### config.mk
export PLATFORM = sky130hd
export DESIGN_NAME = sr_bank_driver_flat
export DESIGN_NICKNAME = d
export VERILOG_FILES = /design/src/rtl/sr_bank_if.sv /design/src/rtl/sr_bank_driver.sv /design/src/flat_wrapper.sv
export SDC_FILE = /design/constraint.sdc
export NUM_CORES = 1
export LEC_CHECK = 0
export CORE_ASPECT_RATIO = 0.5
export CORE_MARGIN = 1.5
export CORE_UTILIZATION = 42
export CTS_BUF_LIST = sky130_fd_sc_hd__clkbuf_4 sky130_fd_sc_hd__clkbuf_8
export CTS_CLUSTER_DIAMETER = 40
export DETAILED_ROUTE_END_ITERATION = 8
export HOLD_SLACK_MARGIN = 0.1
export PLACE_DENSITY = 0.85
export RECOVER_POWER = 50
export SLEW_MARGIN = 0
export SYNTH_ARGS = -nofsm -noshare
export SYNTH_HDL_FRONTEND = slang
export SYNTH_SLANG_ARGS = --single-unit
### constraint.sdc
create_clock -name clk -period 1.5 [get_ports clk]
set_clock_uncertainty 0.05 [all_clocks]
set_input_delay 0.3 -clock clk [delete_from_list [all_inputs] [get_ports clk]]
set_output_delay 0.3 -clock clk [all_outputs]
set_load 0.02 [all_outputs]
### src/rtl/sr_bank_if.sv
// Bus between sr_bank_driver and its command source / SR flop bank.
//
// Handshake: a target transfers on every rising clk edge where tgt_valid and
// tgt_ready are both high. tgt_data must be stable while tgt_valid is high.
// tgt_data is ignored while tgt_valid is low. The source may hold tgt_valid
// high across cycles. tgt_ready is the only backpressure.
interface sr_bank_if #(
  parameter int WIDTH = 8
);
  logic                 tgt_valid;
  logic                 tgt_ready;
  logic [WIDTH-1:0]     tgt_data;
  logic [2*WIDTH-1:0]   sr_out;
  logic [WIDTH-1:0]     q_in;
  logic                 busy;
  logic                 done;
  logic                 err;
  logic [2:0]           retry_cnt;

  // Command source plus flop bank side.
  modport master (
    output tgt_valid, tgt_data, q_in,
    input  tgt_ready, sr_out, busy, done, err, retry_cnt
  );

  // The bank driver itself.
  modport slave (
    input  tgt_valid, tgt_data, q_in,
    output tgt_ready, sr_out, busy, done, err, retry_cnt
  );
endinterface

### src/rtl/sr_bank_driver.sv
// sr_bank_driver: writes a target pattern into a bank of WIDTH SR flops.
// It drives {s,r} codes per bit, waits SETTLE idle cycles, reads q back and
// retries up to MAX_RETRY times before reporting done or err.
// Code 11 is never produced.
// Optional macro SR_FORCE_WRITE_EN: drive every bit on each DRIVE cycle,
// including bits that already match, instead of only the mismatching ones.
module sr_bank_driver #(
  parameter int WIDTH     = 8,
  parameter int SETTLE    = 2,
  parameter int MAX_RETRY = 3
) (
  input  logic       clk,
  input  logic       rst,
  sr_bank_if.slave   bus,
  output logic [1:0] dbg_state
);

  typedef enum logic [1:0] {
    S_IDLE   = 2'd0,
    S_DRIVE  = 2'd1,
    S_SETTLE = 2'd2,
    S_CHECK  = 2'd3
  } state_t;

  state_t               state_q, state_d;
  logic [WIDTH-1:0]     tgt_q, tgt_d;
  logic [3:0]           cnt_q, cnt_d;
  logic [2:0]           retry_q, retry_d;
  logic [2*WIDTH-1:0]   sr_q, sr_d;
  logic                 ready_q, ready_d;
  logic                 busy_q, busy_d;
  logic                 done_q, done_d;
  logic                 err_q, err_d;

  logic [WIDTH-1:0]     code_tgt;
  logic [WIDTH-1:0]     drive_mask;
  logic [2*WIDTH-1:0]   drive_codes;

  // Precompute the DRIVE-cycle codes one cycle early because sr_out is
  // registered. The bank is held (sr=00) in the cycle before DRIVE, so
  // q_in is the same value the flops will hold during DRIVE.
  always_comb begin
    code_tgt = (state_q == S_IDLE) ? bus.tgt_data : tgt_q;
`ifdef SR_FORCE_WRITE_EN
    drive_mask = '1;
`else
    drive_mask = bus.q_in ^ code_tgt;
`endif
    drive_codes = '0;
    for (int i = 0; i < WIDTH; i++) begin
      if (drive_mask[i]) begin
        drive_codes[2*i +: 2] = code_tgt[i] ? 2'b10 : 2'b01;
      end
    end
  end

  // Next-state and registered-output logic.
  always_comb begin
    state_d = state_q;
    tgt_d   = tgt_q;
    cnt_d   = cnt_q;
    retry_d = retry_q;
    sr_d    = '0;
    done_d  = 1'b0;
    err_d   = 1'b0;
    case (state_q)
      S_IDLE: begin
        if (bus.tgt_valid && ready_q) begin
          tgt_d   = bus.tgt_data;
          retry_d = 3'd0;
          sr_d    = drive_codes;
          state_d = S_DRIVE;
        end
      end
      S_DRIVE: begin
        cnt_d   = 4'(SETTLE - 1);
        state_d = S_SETTLE;
      end
      S_SETTLE: begin
        if (cnt_q == 4'd0) begin
          state_d = S_CHECK;
        end else begin
          cnt_d = cnt_q - 4'd1;
        end
      end
      S_CHECK: begin
        // An unknown readback bit makes this compare non-true, so it
        // falls into the mismatch path.
        if ((bus.q_in ^ tgt_q) == '0) begin
          done_d  = 1'b1;
          state_d = S_IDLE;
        end else if (retry_q < 3'(MAX_RETRY)) begin
          retry_d = retry_q + 3'd1;
          sr_d    = drive_codes;
          state_d = S_DRIVE;
        end else begin
          err_d   = 1'b1;
          state_d = S_IDLE;
        end
      end
      default: begin
        state_d = S_IDLE;
      end
    endcase
    ready_d = (state_d == S_IDLE);
    busy_d  = (state_d != S_IDLE);
  end

  // State and output registers with synchronous active-high reset.
  always_ff @(posedge clk) begin
    if (rst) begin
      state_q <= S_IDLE;
      tgt_q   <= '0;
      cnt_q   <= '0;
      retry_q <= '0;
      sr_q    <= '0;
      ready_q <= 1'b1;
      busy_q  <= 1'b0;
      done_q  <= 1'b0;
      err_q   <= 1'b0;
    end else begin
      state_q <= state_d;
      tgt_q   <= tgt_d;
      cnt_q   <= cnt_d;
      retry_q <= retry_d;
      sr_q    <= sr_d;
      ready_q <= ready_d;
      busy_q  <= busy_d;
      done_q  <= done_d;
      err_q   <= err_d;
    end
  end

  assign bus.sr_out    = sr_q;
  assign bus.tgt_ready = ready_q;
  assign bus.busy      = busy_q;
  assign bus.done      = done_q;
  assign bus.err       = err_q;
  assign bus.retry_cnt = retry_q;
  assign dbg_state     = state_q;

endmodule
### src/flat_wrapper.sv
// flat-port wrapper written by rule: the top's interface ports become plain ports
module sr_bank_driver_flat 
#(
  parameter int WIDTH     = 8,
  parameter int SETTLE    = 2,
  parameter int MAX_RETRY = 3
)
  (clk, rst, dbg_state, bus_tgt_valid, bus_tgt_data, bus_q_in, bus_tgt_ready, bus_sr_out, bus_busy, bus_done, bus_err, bus_retry_cnt);
  sr_bank_if #(.WIDTH(WIDTH)) bus_i ();
  input  logic clk;
  input  logic rst;
  output logic [1:0] dbg_state;
  input wire logic [$bits(bus_i.tgt_valid)-1:0] bus_tgt_valid;
  input wire logic [$bits(bus_i.tgt_data)-1:0] bus_tgt_data;
  input wire logic [$bits(bus_i.q_in)-1:0] bus_q_in;
  output wire logic [$bits(bus_i.tgt_ready)-1:0] bus_tgt_ready;
  output wire logic [$bits(bus_i.sr_out)-1:0] bus_sr_out;
  output wire logic [$bits(bus_i.busy)-1:0] bus_busy;
  output wire logic [$bits(bus_i.done)-1:0] bus_done;
  output wire logic [$bits(bus_i.err)-1:0] bus_err;
  output wire logic [$bits(bus_i.retry_cnt)-1:0] bus_retry_cnt;
  assign bus_i.tgt_valid = bus_tgt_valid;
  assign bus_i.tgt_data = bus_tgt_data;
  assign bus_i.q_in = bus_q_in;
  assign bus_tgt_ready = bus_i.tgt_ready;
  assign bus_sr_out = bus_i.sr_out;
  assign bus_busy = bus_i.busy;
  assign bus_done = bus_i.done;
  assign bus_err = bus_i.err;
  assign bus_retry_cnt = bus_i.retry_cnt;
  sr_bank_driver #(.WIDTH(WIDTH), .SETTLE(SETTLE), .MAX_RETRY(MAX_RETRY)) u_core (.clk(clk), .rst(rst), .bus(bus_i), .dbg_state(dbg_state));
endmodule
-- Yosys cells after proc, flatten, opt, wreduce, memory -nomap -nowiden
Cells that the tools add are included.
Widths: inputs -> output; s select.
- muxes and demuxes: 34
- reduce and logical (&&, ||, !) cells: 13
- $add $sub $neg: 2
- bitwise gates (word level): 3
- equality and inequality tests: 7
- order comparisons: 1
- operator list (kind ; count):
    $mux 16 ; 3
    $mux 2 ; 19
    $pmux 16 s2 ; 1
    $xor 8x8->8 ; 2
    $mux 3 ; 3
    $logic_not 8->1 ; 1
    $mux 8 ; 1
    $pmux 2 s4 ; 1
    $pmux 4 s2 ; 1
    $ne 2x2->1 const B ; 3
    $pmux 3 s2 ; 1
    $reduce_bool 2->1 ; 3
    $eq 2x2->1 const B ; 2
    $logic_not 2->1 ; 2
    $logic_not 4->1 ; 1
    $mux 4 ; 1
    $reduce_and 2->1 ; 2
    $reduce_and 4->1 ; 1
    $sub 4x1->4 const B ; 1
    $add 3x1->3 const B ; 1
    $lt 3x2->1 const B ; 1
    $mux 1 ; 3
    $reduce_or 3->1 ; 1
    $eq 2x1->1 const B ; 1
    other kinds (4) ; 4
- input port bits: 19
- word-level logic and storage cells: 69
- register bits after elaboration: 37

-- Longest topological paths before layout
- word-level depth: 7
- depth in mapped cells: 7
- depth with buffers taken out: 6

-- Least setup slack after synthesis
No wires, ideal clock.
- path type: flip-flop to flip-flop
- from: reg u_core.state_q[0] (netlist: u_core.dbg_state[0])
- to: reg u_core.retry_q[2] (netlist: u_core.bus.retry_cnt[2])
- path buffers: 1
- path slack: -0.238 ns
- library setup time: 0.117 ns
- required time: 1.333 ns
- period minus slack after synthesis: 1.738 ns
- cell stages (with the launch flop): 7
- arrival time: 1.570 ns
- path through: dfxtp_1 -> inv_1 -> ha_1 -> and3_1 -> buf_2 -> o221a_2 -> a32o_1
- cells in the longest elaborated chain, start to end: 3
- RTL lines (what ; RTL line ; text):
    from (decl) ; sr_bank_driver.sv:25 ; state_t state_q, state_d;
    from (signal assigned) ; sr_bank_driver.sv:122 ; state_q <= state_d;
    $eq 2x2->1 / $logic_not 2->1 (equally long branches) ; sr_bank_driver.sv:66 ; case (state_q)
    $ne 2x2->1 (no source line), or another cell as far along ; -- ;
    $reduce_and 4->1 (no source line) ; -- ;
    to (signal assigned) ; sr_bank_driver.sv:125 ; retry_q <= retry_d;
    to (decl) ; sr_bank_driver.sv:28 ; logic [2:0] retry_q, retry_d;
Several ways; a longest one is shown, not always the timed one.
A chain may end at the register's enable or synchronous reset.

-- Worst setup path in the final report
- from: reg u_core.state_q[1] (netlist: u_core.dbg_state[1])
- to: reg u_core.sr_q[8] (netlist: u_core.bus.sr_out[8])
- cells in the longest elaborated chain, start to end: 7
- RTL lines (what ; RTL line ; text):
    $logic_not 2->1 ; sr_bank_driver.sv:43, sr_bank_driver.sv:66 ;
    $mux 8 ; sr_bank_driver.sv:43 ; code_tgt = (state_q == S_IDLE) ? bus.tgt_data : tgt_q;
    $mux 2 / $xor 8x8->8 (equally long branches) ; sr_bank_driver.sv:52, sr_bank_driver.sv:47 ;
    $mux 2 ; sr_bank_driver.sv:51 ; if (drive_mask[i]) begin
    $mux 16 ; sr_bank_driver.sv:92 ; end else if (retry_q < 3'(MAX_RETRY)) begin
    $mux 16 ; sr_bank_driver.sv:89 ; if ((bus.q_in ^ tgt_q) == '0) begin
    $pmux 16 s2 * ; sr_bank_driver.sv:66 ;
    to (signal assigned) ; sr_bank_driver.sv:126 ; sr_q <= sr_d;
    to (decl) ; sr_bank_driver.sv:29 ; logic [2*WIDTH-1:0] sr_q, sr_d;
Mark *: on every way between the ends. The rest lies on a longest branch, timed or not.

==> results_dict.tcl <==
set metrics [dict create \
    maximum_number_of_pins_on_one_net_before_global_route_repair 17 \
    detail_route.wirelength.met1_mm 2.49 \
    synth_cell_types 29 \
    placement_rows 16 \
    ff2ff_setup_slack_ns -0.06 \
    clkSinkCount 37 \
    synthToLayoutAreaGrowth_pct 64.6 \
    globalRoute.totalOverflow 0 \
    gpl.final_weighted_congestion 0.774 \
    finalHoldViolCount 0 \
    setup_violations 11 \
    regToRegStartpoint "u_core.dbg_state[1]" \
    unrepaired_setup_endpoints_after_global_routing "yes" \
    grt_pass1_wl_mm 7.80 \
    period_share 1.04 \
    antenna_found_initial 0 \
    place.port_buffers 43 \
    post-route-drc-count 0 \
    route.top_layer_used "met4" \
    post_layout_nonfiller_instances 307 \
    cts-buffers-inserted 5 \
    wl_met2_mm 2.99 \
    ioPinCount 44 \
    synth_area_per_cell_um2 9.94 \
    vias 1706 \
    cp_max_fo 4 \
    ys_async_rst_share 0 \
    synth-seq-area-share 0.438 \
    reg2reg_to "u_core.bus.sr_out[8]" \
    place.detailed.instances 294 \
    antenna-diode-count 0 \
    holdPathStages 2 \
    initial_utilization 0.435 \
    setup_slack_ns -0.0634 \
    die_area_mm2 0.00444 \
    ys_ff_latch 37 \
    antenna_violating_nets_post_route 0 \
    half_perimeter_wire_length_of_the_detailed_placement_result_mm 3.31 \
    number_of_flops_mapped_to_enable_cells_by_yosys 0 \
    hold_end "u_core.bus.sr_out[3]" \
    violations "negative setup slack" \
    drv_slew 0 \
    yosys_warnings 0 \
    vias_per_cell 5.56 \
    mapped_cells 170 \
    slew_headroom 0.687 \
    pwr_density_cell_mw_per_mm2 1820 \
    postRouteWirelength_mm 6.11 \
    pre_cts_ws_ns -0.508 \
    r2r_cells 7 \
    num-nets-final 278 \
    critPathCaptureType "register" \
    fp.dieH_um 47.9 \
    post_synth_most_frequent_cells "37 x sky130_fd_sc_hd__dfxtp_1, 23 x sky130_fd_sc_hd__nand2_1, 15 x sky130_fd_sc_hd__nand3_1, 10 x sky130_fd_sc_hd__a21oi_2, 10 x sky130_fd_sc_hd__mux2i_1" \
    synthesis.nets 196 \
    cts.reportedPaths.clkPinSlew_ns 0.08 \
    clock_tree.htree_level_count 2 \
    worstPathRequired_ns 1.69 \
    drive_above_1_share 0.431 \
    die_w_um 92.7 \
    path_class "reg2reg" \
    grt_pass1_vias 1566 \
    clock_latency_on_the_worst_skew_pair_ns 0.30 \
    worst-slew-pin-transition_ns 0.462 \
    register_share_of_total_power 0.262 \
    run_status "finished with violations" \
    swShare 0.419 \
    routed-wl-met3_um 420 \
    dominant_cells_by_area_after_synthesis "sky130_fd_sc_hd__dfxtp_1 44%, sky130_fd_sc_hd__mux2i_1 5.9%, sky130_fd_sc_hd__a21oi_2 5.2%, sky130_fd_sc_hd__ha_1 5.2%, sky130_fd_sc_hd__nand2_1 5.1%" \
    synth.most_common_cell "sky130_fd_sc_hd__dfxtp_1" \
    synth_top_cell_by_area "sky130_fd_sc_hd__dfxtp_1" \
    max_cap_viol_count 0 \
    power.share.combinational 0.594 \
    timing.hold.ws_ns 0.363 \
    report.power.total_uw 5060 \
    clk_root_buffer_cell "sky130_fd_sc_hd__clkbuf_8" \
    power_report.internal_total_uw 2950 \
    holdBufCountCts 0 \
    drt_iter0_markers 154 \
    leakage_dissipation_uw 0.00119 \
    crit_path_start_kind "register" \
    fmax_mhz 640 \
    synth_top_area_share 0.438 \
    clock_power_share 0.144 \
    hold_path.startpoint "bus_q_in[1]" \
    hold_path_class "in2reg" \
    floorplan.core_area_mm2 0.00388 \
    wl_per_cell_um 19.9 \
    p_switching_uw 2120 \
    critical_path_arrival_ns 1.75 \
    synth_flop_cell "sky130_fd_sc_hd__dfxtp_1" \
    cts_tree "yes" \
    groute.usage.overall 0.240 \
    drt_pass1_iterations 4 \
    minimum_clock_period_after_layout_ns 1.56 \
    cts.path.max_buffers 2 \
    synthesis.area_mm2 0.00169 \
    ir_worst_vdd_v 0.00113 \
]
## cell families (layout without fill, tap and decap cells)
| group | after synthesis | in the layout | synth area share |
|---|---|---|---|
| simple gates | 59 | 59 | 0.174 |
| compound gates | 34 | 34 | 0.182 |
| fa+ha+maj | 7 | 7 | 0.0518 |
| flops | 37 | 37 | 0.438 |
| buf+inv | 13 | 96 | 0.0415 |
| mux | 11 | 11 | 0.0659 |
| xor+xnor | 9 | 9 | 0.0466 |
## how the worst max path moves through the flow
stage | startpoint | end | slack [ns] | cells past startpoint
floorplan | u_core.dbg_state[0] | u_core.bus.retry_cnt[2] | -0.03 | 7
global placement | bus_q_in[2] | u_core.bus.retry_cnt[2] | -0.37 | 5
detailed placement | bus_q_in[1] | u_core.bus.sr_out[11] | -0.51 | 6
CTS | u_core.cnt_q[0] | u_core.bus.tgt_ready | -0.007 | 6
global route | u_core.dbg_state[1] | u_core.bus.sr_out[8] | -0.12 | 7
finish | u_core.dbg_state[1] | u_core.bus.sr_out[8] | -0.06 | 7
## repair_timing
| item | 4_1_cts | 5_1_grt |
|---|---|---|
| cloned | 1 | 1 |
| pin swaps | 5 | 15 |
| endpoints found under the setup margin | 48 | 28 |
| resized for setup | 60 | 29 |
| buffers inserted | 0 | 3 |
## power groups by stage
| stage | Combinational [uW] | Clock (uW) | Sequential, uW |
|---|---|---|---|
| CTS | 2550 | 706 | 1290 |
| floorplan | 1220 | 0 | 1400 |
| global route | 3150 | 760 | 1340 |
| detailed placement | 2400 | 0 | 1290 |
| global placement | 2300 | 0 | 1280 |
| finish | 3010 | 729 | 1330 |
## final cells by class
type	count	area, um^2
well taps	54	67.6
repair buffers	82	743
inverters	6	25.0
clock inverters	2	10.0
fillers	246	1100
flip-flops and latches	37	759
multi-input cells	120	1100
clock buffers	6	76.3
## layer usage
layer  GRT usage  vias up
met2       0.438       90
met1       0.292      813
met5           0        -
li1            -      778
met3      0.0603       25
met4      0.0818        0
## registers in the layout (all words and copies together) (netlist names)
| name | flops |
|---|---|
| u_core.bus.done | 1 |
| u_core.bus.tgt_ready | 1 |
| u_core.bus.busy | 1 |
| u_core.bus.err | 1 |
| u_core.dbg_state | 2 |
| u_core.bus.retry_cnt | 3 |
| u_core.cnt_q | 4 |
| u_core.bus.sr_out | 16 |
| u_core.tgt_q | 8 |
## metrics by stage
step	util	cell area (um^2)	TNS, ns
6_report	0.716	2780	-0.281
3_3_place_gp	0.629	2440	-8.07
5_1_grt	0.716	2780	-1.50
2_1_floorplan	-	1720	-0.0321
3_5_place_dp	0.629	2440	-9.64
4_1_cts	0.674	2620	-0.00661
## critical path, stage by stage, from the launching register on
cell	delay (ns)
sky130_fd_sc_hd__dfxtp_4	0.37
sky130_fd_sc_hd__inv_2	0.10
sky130_fd_sc_hd__ha_4	0.18
sky130_fd_sc_hd__buf_6	0.14
sky130_fd_sc_hd__buf_12	0.12
sky130_fd_sc_hd__mux2i_2	0.27
sky130_fd_sc_hd__nand3_1	0.15
sky130_fd_sc_hd__a21oi_2	0.12
## layout by cell type, fill, tap and decap left out, types with 2 or more instances in the layout
cell and count:
sky130_fd_sc_hd__buf_6 4, sky130_fd_sc_hd__and3_1 5, sky130_fd_sc_hd__dlygate4sd2_1 33, sky130_fd_sc_hd__inv_1 2, sky130_fd_sc_hd__mux2i_1 3, sky130_fd_sc_hd__buf_12 2
sky130_fd_sc_hd__nor2_1 7, sky130_fd_sc_hd__nand3_1 14, sky130_fd_sc_hd__a21oi_1 9, sky130_fd_sc_hd__buf_4 30, sky130_fd_sc_hd__mux2i_2 4, sky130_fd_sc_hd__a2111oi_2 8
sky130_fd_sc_hd__clkinv_2 2, sky130_fd_sc_hd__clkdlybuf4s50_1 10, sky130_fd_sc_hd__dfxtp_4 2, sky130_fd_sc_hd__clkbuf_8 5, sky130_fd_sc_hd__ha_1 5, sky130_fd_sc_hd__dfxtp_1 26
sky130_fd_sc_hd__nand2_4 2, sky130_fd_sc_hd__nand2_1 21, sky130_fd_sc_hd__nand4_2 2, sky130_fd_sc_hd__a21oi_4 2, sky130_fd_sc_hd__a21oi_2 8, sky130_fd_sc_hd__mux2i_4 3
sky130_fd_sc_hd__xnor2_2 8, sky130_fd_sc_hd__inv_2 3, sky130_fd_sc_hd__dfxtp_2 9
No activity file was read; power rests on OpenSTA's default activity.
